$ cat src/rtl/prog_loader_pkg.sv
// Shared constants for the SAP-2 program loader: sync marker, FSM encoding,
// frame field order and checksum width.
package prog_loader_pkg;

    // Default frame start marker
    localparam logic [7:0] SYNC_BYTE_DEF = 8'hA5;

    // Checksum accumulator width (mod-256 sum)
    localparam int CHK_W = 8;

    // FSM encoding
    localparam logic [2:0] S_IDLE = 3'd0;
    localparam logic [2:0] S_ADDR = 3'd1;
    localparam logic [2:0] S_CNT  = 3'd2;
    localparam logic [2:0] S_LO   = 3'd3;
    localparam logic [2:0] S_HI   = 3'd4;
    localparam logic [2:0] S_WR   = 3'd5;
    localparam logic [2:0] S_CHK  = 3'd6;

    // Frame field order: SYNC, ADDR, CNT, then CNT (LO,HI) pairs, then CHK
    localparam int FLD_SYNC  = 0;
    localparam int FLD_ADDR  = 1;
    localparam int FLD_CNT   = 2;
    localparam int FLD_WORDS = 3;

    // High byte is legal when every bit above the word width is zero
    function automatic logic hi_bits_ok(input logic [7:0] hi, input int dw);
        hi_bits_ok = ((hi >> (dw - 8)) == 8'd0);
    endfunction

endpackage

$ cat src/rtl/prog_loader_byte_timer.sv
// Inter-byte timeout: reloads to TIMEOUT on clear, counts down while enabled,
// flags expiry at zero. TIMEOUT=0 disables the expired flag entirely.
module byte_timer #(
    parameter int TIMEOUT = 1000
) (
    input  logic clk,
    input  logic clr,
    input  logic clear_i,
    input  logic en_i,
    output logic expired_o
);

    localparam int TW = (TIMEOUT < 2) ? 1 : $clog2(TIMEOUT + 1);
    localparam logic [TW-1:0] LOAD = TW'(TIMEOUT);

    logic [TW-1:0] cnt_q, cnt_d;

    // Next count: reload on clear, saturate at zero while counting
    always_comb begin
        cnt_d = cnt_q;
        if (clear_i)
            cnt_d = LOAD;
        else if (en_i && (cnt_q != '0))
            cnt_d = cnt_q - TW'(1);
    end

    // Counter register; reset corresponds to an elapsed time of zero
    always_ff @(posedge clk or posedge clr) begin
        if (clr) cnt_q <= LOAD;
        else     cnt_q <= cnt_d;
    end

    assign expired_o = (TIMEOUT != 0) && (cnt_q == '0);

endmodule

$ cat src/rtl/prog_loader.sv
// Program loader for the SAP-2: parses framed bytes into RAM writes, holds
// the CPU in reset until a frame's checksum verifies, then releases it.
module prog_loader
    import prog_loader_pkg::*;
#(
    parameter logic [7:0] SYNC_BYTE = SYNC_BYTE_DEF,
    parameter int         TIMEOUT   = 1000,
    parameter int         AW        = 8,
    parameter int         DW        = 12
) (
    input  logic          clk,
    input  logic          clr,
    input  logic          in_valid,
    input  logic [7:0]    in_data,
    output logic          in_ready,
    output logic          prog,
    output logic [AW-1:0] a,
    output logic [DW-1:0] d,
    output logic          we,
    output logic          cpu_clr,
    output logic          done,
    output logic          err
);

    logic [2:0]       state_q, state_d;
    logic [AW-1:0]    a_q, a_d;
    logic [DW-1:0]    d_q, d_d;
    logic [8:0]       rem_q, rem_d;     // words left; 256 needs 9 bits
    logic [CHK_W-1:0] sum_q, sum_d;
    logic [CHK_W-1:0] sum_nx;
    logic             prog_q, prog_d;
    logic             cpu_clr_q, cpu_clr_d;
    logic             done_q, done_d;
    logic             err_q, err_d;
    logic             acc;
    logic             in_frame;
    logic             tmo_clear;
    logic             tmo_exp;

    // Only S_WR stalls the stream; it owns the write strobe
    assign in_ready = (state_q != S_WR);
    assign we       = (state_q == S_WR);
    assign acc      = in_valid & in_ready;
    assign sum_nx   = sum_q + in_data;
    assign in_frame = (state_q == S_ADDR) || (state_q == S_CNT) || (state_q == S_LO) ||
                      (state_q == S_HI)   || (state_q == S_CHK);

    // Timer is idle outside a frame and during the write cycle
    assign tmo_clear = acc || (state_q == S_IDLE) || (state_q == S_WR);

    byte_timer #(.TIMEOUT(TIMEOUT)) u_timer (
        .clk       (clk),
        .clr       (clr),
        .clear_i   (tmo_clear),
        .en_i      (~tmo_clear),
        .expired_o (tmo_exp)
    );

    // Frame parser: next-state, address/data/count and checksum updates
    always_comb begin
        state_d   = state_q;
        a_d       = a_q;
        d_d       = d_q;
        rem_d     = rem_q;
        sum_d     = sum_q;
        prog_d    = prog_q;
        cpu_clr_d = cpu_clr_q;
        done_d    = done_q;
        err_d     = err_q;

        case (state_q)
            S_IDLE: begin
                if (acc && (in_data == SYNC_BYTE)) begin
                    state_d   = S_ADDR;
                    prog_d    = 1'b1;
                    cpu_clr_d = 1'b1;
                    done_d    = 1'b0;
                    err_d     = 1'b0;
                    sum_d     = '0;
                end
            end
            S_ADDR: begin
                if (acc) begin
                    a_d     = AW'(in_data);
                    sum_d   = sum_nx;
                    state_d = S_CNT;
                end
            end
            S_CNT: begin
                if (acc) begin
                    rem_d   = (in_data == 8'd0) ? 9'd256 : {1'b0, in_data};
                    sum_d   = sum_nx;
                    state_d = S_LO;
                end
            end
            S_LO: begin
                if (acc) begin
                    d_d[7:0] = in_data;
                    sum_d    = sum_nx;
                    state_d  = S_HI;
                end
            end
            S_HI: begin
                if (acc) begin
                    if (!hi_bits_ok(in_data, DW)) begin
                        state_d = S_IDLE;
                        prog_d  = 1'b0;
                        err_d   = 1'b1;
                        done_d  = 1'b0;
                    end else begin
                        d_d[DW-1:8] = in_data[DW-9:0];
                        sum_d       = sum_nx;
                        state_d     = S_WR;
                    end
                end
            end
            S_WR: begin
                a_d     = a_q + AW'(1);
                rem_d   = rem_q - 9'd1;
                state_d = (rem_q == 9'd1) ? S_CHK : S_LO;
            end
            S_CHK: begin
                if (acc) begin
                    state_d = S_IDLE;
                    prog_d  = 1'b0;
                    if (sum_nx == '0) begin
                        cpu_clr_d = 1'b0;
                        done_d    = 1'b1;
                    end else begin
                        err_d  = 1'b1;
                        done_d = 1'b0;
                    end
                end
            end
            default: state_d = S_IDLE;
        endcase

        // A stalled frame aborts regardless of what else happened this cycle
        if (in_frame && tmo_exp) begin
            state_d = S_IDLE;
            prog_d  = 1'b0;
            err_d   = 1'b1;
            done_d  = 1'b0;
        end
    end

    // State and datapath registers
    always_ff @(posedge clk or posedge clr) begin
        if (clr) begin
            state_q   <= S_IDLE;
            a_q       <= '0;
            d_q       <= '0;
            rem_q     <= '0;
            sum_q     <= '0;
            prog_q    <= 1'b0;
            cpu_clr_q <= 1'b1;
            done_q    <= 1'b0;
            err_q     <= 1'b0;
        end else begin
            state_q   <= state_d;
            a_q       <= a_d;
            d_q       <= d_d;
            rem_q     <= rem_d;
            sum_q     <= sum_d;
            prog_q    <= prog_d;
            cpu_clr_q <= cpu_clr_d;
            done_q    <= done_d;
            err_q     <= err_d;
        end
    end

    assign prog    = prog_q;
    assign a       = a_q;
    assign d       = d_q;
    assign cpu_clr = cpu_clr_q;
    assign done    = done_q;
    assign err     = err_q;

endmodule

$ cat config.mk
export PLATFORM = sky130hd
export DESIGN_NAME = prog_loader
export DESIGN_NICKNAME = d
export VERILOG_FILES = /design/src/rtl/prog_loader_pkg.sv /design/src/rtl/prog_loader_byte_timer.sv /design/src/rtl/prog_loader.sv
export SDC_FILE = /design/constraint.sdc
export NUM_CORES = 1
export LEC_CHECK = 0
export BUFFER_PORTS_ARGS = -buffer_cell sky130_fd_sc_hd__buf_2
export CORE_UTILIZATION = 58
export DETAILED_ROUTE_END_ITERATION = 6
export PLACE_DENSITY = 0.79
export SETUP_SLACK_MARGIN = 0.4
export SKIP_CTS_REPAIR_TIMING = 1
export SLEW_MARGIN = 0
export SYNTH_ARGS = -nofsm -noshare
export SYNTH_HDL_FRONTEND = slang
export SYNTH_SLANG_ARGS = --single-unit
$ cat constraint.sdc
create_clock -name clk -period 3.16 [get_ports clk]
set_input_delay 0.632 -clock clk [delete_from_list [all_inputs] [get_ports clk]]
set_output_delay 0.632 -clock clk [all_outputs]
set_load 0.02 [all_outputs]
==> results of run 1 <==
[cells by family after synthesis]
logic type	after synthesis	synth area share
fa+ha+maj	12	0.0518
compound gates	86	0.194
buf+inv	24	0.0321
flops	54	0.447
xor+xnor	10	0.0288
mux	13	0.0477
simple gates	123	0.199
[worst paths after layout]
kind | cells past startpoint | endpoint | from
hold reg to reg | 2 | sum_q[7] | sum_q[7]
setup reg to reg | 7 | err | sum_q[1]
setup / recovery | 8 | err | in_data[1]
max in group asynchronous | 3 | d[8] | clr
min in group clk | 2 | sum_q[7] | sum_q[7]
hold / removal | 2 | a[2] | clr
[through the flow]
step                setup WS, ps  hold WS, ps  cells
CTS                          525          482    435
detailed placement           199          483    427
floorplan                    547          451    322
finish                       617          458    435
global placement             261          468    427
global route                 514          518    435
[synth_stat cells, types with 5 or more instances]
| library cell | instances | share of area |
|---|---|---|
| dfstp_2 | 7 | 0.060 |
| nand2_1 | 26 | 0.032 |
| o21ai_0 | 16 | 0.026 |
| mux2_2 | 12 | 0.044 |
| nor3_1 | 15 | 0.025 |
| o211ai_1 | 6 | 0.015 |
| dfrtp_1 | 47 | 0.39 |
| inv_1 | 15 | 0.018 |
| a22oi_1 | 5 | 0.012 |
| or3_1 | 6 | 0.012 |
| nand3_1 | 10 | 0.016 |
| nor2_1 | 35 | 0.043 |
| nor4_1 | 5 | 0.010 |
| xor2_1 | 5 | 0.014 |
| ha_1 | 11 | 0.045 |
| a21oi_1 | 21 | 0.035 |
| and3_1 | 5 | 0.010 |
| a22o_1 | 6 | 0.017 |
| xnor2_1 | 5 | 0.014 |
[report_power, final]
group          internal, mW  switching [mW]  total [mW]  leakage [nW]
Clock                 0.338           0.223       0.561        0.0714
Sequential            0.967           0.273        1.24         0.646
Combinational         0.646           0.895        1.54         0.822
Total                  1.95            1.39        3.34          1.54
[layer usage]
metal  global-route usage  wire (um)  vias to the layer above
li1                     -          -                     1272
met1                0.391       3180                     1280
met2                0.434       3290                      105
met3               0.0515        424                       11
met4               0.0671         81                        0
met5                    0          0                        -
[sequential cells by signal (all words and copies together) (netlist names)]
register	count
d	12
u_timer.cnt_q	10
rem_q	9
a	8
sum_q	8
state_q	3
cpu_clr	1
done	1
err	1
prog	1
[area by class of cell]
| type | instances | area share |
|---|---|---|
| clock buffers | 6 | 0.0238 |
| clock inverters | 2 | 0.0173 |
| inverters | 16 | 0.0173 |
| multi-input cells | 244 | 0.458 |
| flip-flops and latches | 54 | 0.391 |
| well taps | 70 | 0.0252 |
| repair buffers | 43 | 0.0670 |
[worst register-to-register path, delay by kind of cell (launching register included)]
kind | cells | cell delay (ps)
simple gates | 2 | 440
flops | 1 | 420
fa+ha+maj | 1 | 280
compound gates | 4 | 1170
==> results.json, run 1 <==
{
  "nFillCells": 424,
  "critical_path.cell_chain": "buf_2, ha_1, a211oi_1, o31ai_1, o221a_2, nor3_1, nand3_1, a221o_1",
  "critPathTopFamily": "compound AO/OA/AOI/OAI gates",
  "area_growth_pct": 14.2,
  "wl_per_cell_um": 16.0,
  "maxSlewHeadroom": 0.481,
  "skew_ps": 12.7,
  "rsz0062_at_grt": "false",
  "gp_congestion": 0.859,
  "r2r_slack_ps": 740,
  "powerDensity_nw_per_um2": 961,
  "critPathKind": "in2reg",
  "initial_core_util": 0.600,
  "layout_common_cells": "47 x dfrtp_1, 36 x buf_2, 35 x nor2_1",
  "io_pins": 37,
  "rows": 26,
  "core_sq_um": 5070,
  "vdd_drop_max_mv": 0.526,
  "place_hpwl_um": 4910,
  "grt_usage": 0.274,
  "layout_commonest_cell": "dfrtp_1",
  "ys_ff_latch": 54,
  "antenna_found_initial": 0,
  "cp.buffers_inverters": 1,
  "worst_pin_slew_ps": 777,
  "cap_violations": 0,
  "dr.pass1.iters": 4,
  "drc": 0,
  "place_area_sq_um": 3330,
  "period_minus_slack_ps": 2540,
  "period_share": 0.805,
  "cts_root_buf": "clkbuf_8",
  "die-width_um": 74.4,
  "clockBufferDepth": 2,
  "crit_required_ps": 3360,
  "dieArea_sq_um": 5540,
  "regArea_sq_um": 1360,
  "crit_arrival_ps": 2740,
  "vias_per_cell": 6.13,
  "ys.flop_type": "dfrtp_1",
  "p_leak_nw": 1.54,
  "cts.clk_slew.worst_paths_ps": 100,
  "grt_overflow": 0,
  "hold_viol_final": 0,
  "antenna_cells": 0,
  "drtIter0Drc": 208,
  "syn_area_per_cell_sq_um": 9.45,
  "multi_input_area_sq_um": 1590,
  "fin_util": 0.685,
  "setup_violations": 0,
  "synth_nets": 345,
  "slowest_stage": "a221o_1",
  "ys_warn_count": 0,
  "finalPower_mw": 3.34,
  "layout-drive-gt1-share": 0.225,
  "vias": 2668,
  "cts_max_level": 2,
  "crit_path_start_kind": "input port",
  "grt_max_degree": 37,
  "cts_sinks": 54,
  "path_max_fanout": 8,
  "synth.yosys.seq_area_share": 0.447,
  "totalWireLength_um": 6980,
  "max_freq_mhz": 393,
  "worst_setup_path_end_kind": "flip-flop",
  "synth-edff-count": 0,
  "die_y_um": 74.4,
  "fin_nets": 387,
  "stdcell_area_sq_um": 3480,
  "finalMaxSlewViolations": 0,
  "hold_path.class": "in2async",
  "cts_tree": "yes",
  "clk_latency_ps": 310,
  "async_flop_share": 1.00,
  "outcome": "finished clean",
  "tns_ps": 0,
  "grt_pass1_vias": 2349,
  "netlist_area_sq_um": 3040,
  "ant_nets": 0,
  "grt_first_pass_wirelength_um": 11500,
  "critPathMaxStageDelay_ps": 330,
  "cts_buffers": 5,
  "ys_types": 51,
  "numPortBuffers": 36,
  "syn_inst": 322
}
Note: power is estimated with default switching activity, not from simulation.
==> inputs of run 2 (changes only) <==
Clock period 3.16 ns to 2.51 ns, I/O delays scaled along.
==> run 2 against run 1 <==
  * Sequential power is 25% higher
  * Global-route usage hardly changed
  * Clock power is 9.4% lower
  * Setup slack lost 400 ps
  * Largest cell class unchanged
  * Design area is 8.5% higher
  * Count of clock-buffer cells in the layout decreased by 1
  * Wire length rose by 12%
  * Non-clock buffer count grew 21
  * Cell count increased by 4.8%
  * Via count is 4.5% higher
  * Highest routed layer unchanged
==> results.json, run 2 (synthesis results as in run 1) <==
{
  "outcome": "finished clean",
  "antenna_cells": 0,
  "setup_ws_ps": 220,
  "maxSlewHeadroom": 0.615,
  "antenna_found_initial": 0,
  "p_sw_mw": 1.98,
  "p_sw_frac": 0.447,
  "vdd_drop_max_mv": 0.778,
  "drc": 0,
  "worst_pin_slew_ps": 575,
  "crit_arrival_ps": 2490,
  "worst_setup_path_end_kind": "flip-flop",
  "cap_violations": 0,
  "slowest_stage": "dfrtp_1",
  "max_freq_mhz": 437,
  "setup_violations": 0,
  "crit_required_ps": 2710,
  "rows": 26,
  "period_minus_slack_ps": 2290,
  "area_growth_pct": 23.8,
  "place_hpwl_um": 5160,
  "skew_ps": 14.2,
  "die-width_um": 74.4,
  "finalMaxSlewViolations": 0,
  "vias": 2789,
  "io_pins": 37,
  "grt_overflow": 0,
  "layout_common_cells": "47 x dfrtp_1, 36 x buf_2, 34 x nor2_1",
  "grt_usage": 0.275,
  "fin_nets": 408,
  "p_int_mw": 2.45,
  "cts_buffers": 5,
  "period_share": 0.912,
  "grt_max_degree": 31,
  "critPathTopFamily": "compound AO/OA/AOI/OAI gates",
  "gp_congestion": 0.896,
  "cts_tree": "yes",
  "largest_register_ffs": 12,
  "power_frac_seq": 0.349,
  "grt_pass1_vias": 2528,
  "dieArea_sq_um": 5540,
  "path_max_fanout": 3,
  "hold_viol_final": 0,
  "initial_core_util": 0.600,
  "critPathMaxStageDelay_ps": 450,
  "layout-drive-gt1-share": 0.326,
  "die_y_um": 74.4,
  "crit_top_cell": "buf_4",
  "critical_path.cell_chain": "buf_4, fa_2, and3_4, o21ai_4, a311oi_2, buf_4, a31o_1, a221o_1",
  "ant_nets": 0,
  "crit_path_start_kind": "flip-flop",
  "p_leak_nw": 1.63,
  "grt_first_pass_wirelength_um": 11600,
  "tns_ps": 0,
  "clockBufferDepth": 2,
  "powerDensity_nw_per_um2": 1180,
  "pre_cts_ws_ps": -47.8,
  "dr.pass1.iters": 4,
  "wl_per_cell_um": 17.1,
  "cts_root_buf": "clkbuf_8",
  "vias_per_cell": 6.12,
  "power_frac_clock": 0.115,
  "clk_latency_ps": 310,
  "drtIter0Drc": 250,
  "comb_power_share": 0.537,
  "cts.clk_slew.worst_paths_ps": 100,
  "layout_commonest_cell": "dfrtp_1",
  "cts_max_level": 2,
  "numPortBuffers": 36,
  "cts_sinks": 54,
  "core_sq_um": 5070,
  "critPathKind": "reg2reg",
  "rsz0062_at_grt": "true",
  "cp.buffers_inverters": 2,
  "hold_path.class": "in2async",
  "totalWireLength_um": 7800
}
-- run 2: cell count changes in the layout (fill, tap and decap cells not counted), moves of 3 or more --
cell and change:
ha_4 +3, xor2_1 -3, buf_4 +20, clkinvlp_4 +3
ha_1 -4, xor2_2 +3
-- run 2: layout make-up --
| cell class | count | area, sq um |
|---|---|---|
| multi-input combinational | 244 | 1760 |
| sequential | 54 | 1360 |
| fill | 389 | 1310 |
| timing repair buffer | 64 | 403 |
| tap | 70 | 87.6 |
| clock buffer | 5 | 68.8 |
| inverter | 16 | 63.8 |
| clock inverter | 3 | 23.8 |
-- run 2: layer usage --
| metal | track usage | up-vias | routed length [um] |
|---|---|---|---|
| met1 | 0.385 | 1354 | 3480 |
| met4 | 0.0881 | 0 | 136 |
| met2 | 0.428 | 101 | 3750 |
| met3 | 0.0556 | 15 | 442 |
| li1 | - | 1319 | - |
| met5 | 0 | - | 0 |
-- run 2: worst register-to-register path: stages, from the launching register on --
cell,delay [ps]
dfrtp_1,450
buf_4,160
fa_2,380
and3_4,180
o21ai_4,150
a311oi_2,140
buf_4,170
a31o_1,220
a221o_1,340
-- run 2: path summary, 6_finish.rpt --
kind	endpoint	slack, ps	cells past startpoint	from
max	err	220	8	sum_q[1]
min	u_timer.cnt_q[4]	230	2	clr
max reg2reg	err	220	8	sum_q[1]
min reg2reg	rem_q[5]	500	1	rem_q[5]
max in group asynchronous	a[3]	1720	3	clr
min in group clk	rem_q[5]	500	1	rem_q[5]
-- run 2: power groups by stage --
stage	clock network [mW]	registers [mW]	logic (mW)
finish	0.508	1.55	2.38
global route	0.547	1.59	2.59
CTS	0.515	1.53	2.02
detailed placement	0	1.54	2.01
global placement	0	1.53	1.97
floorplan	0	1.66	1.31
-- run 2: stage by stage --
stage / utilization / instances / power, mW / cell area, sq um / hold slack, ps
finish: 0.743 / 456 / 4.44 / 3770 / 229
global route: 0.743 / 456 / 4.73 / 3770 / 270
CTS: 0.700 / 448 / 4.07 / 3550 / 242
detailed placement: 0.682 / 440 / 3.55 / 3460 / 483
global placement: 0.682 / 440 / 3.50 / 3460 / 475
floorplan: - / 322 / 2.97 / 3070 / 451
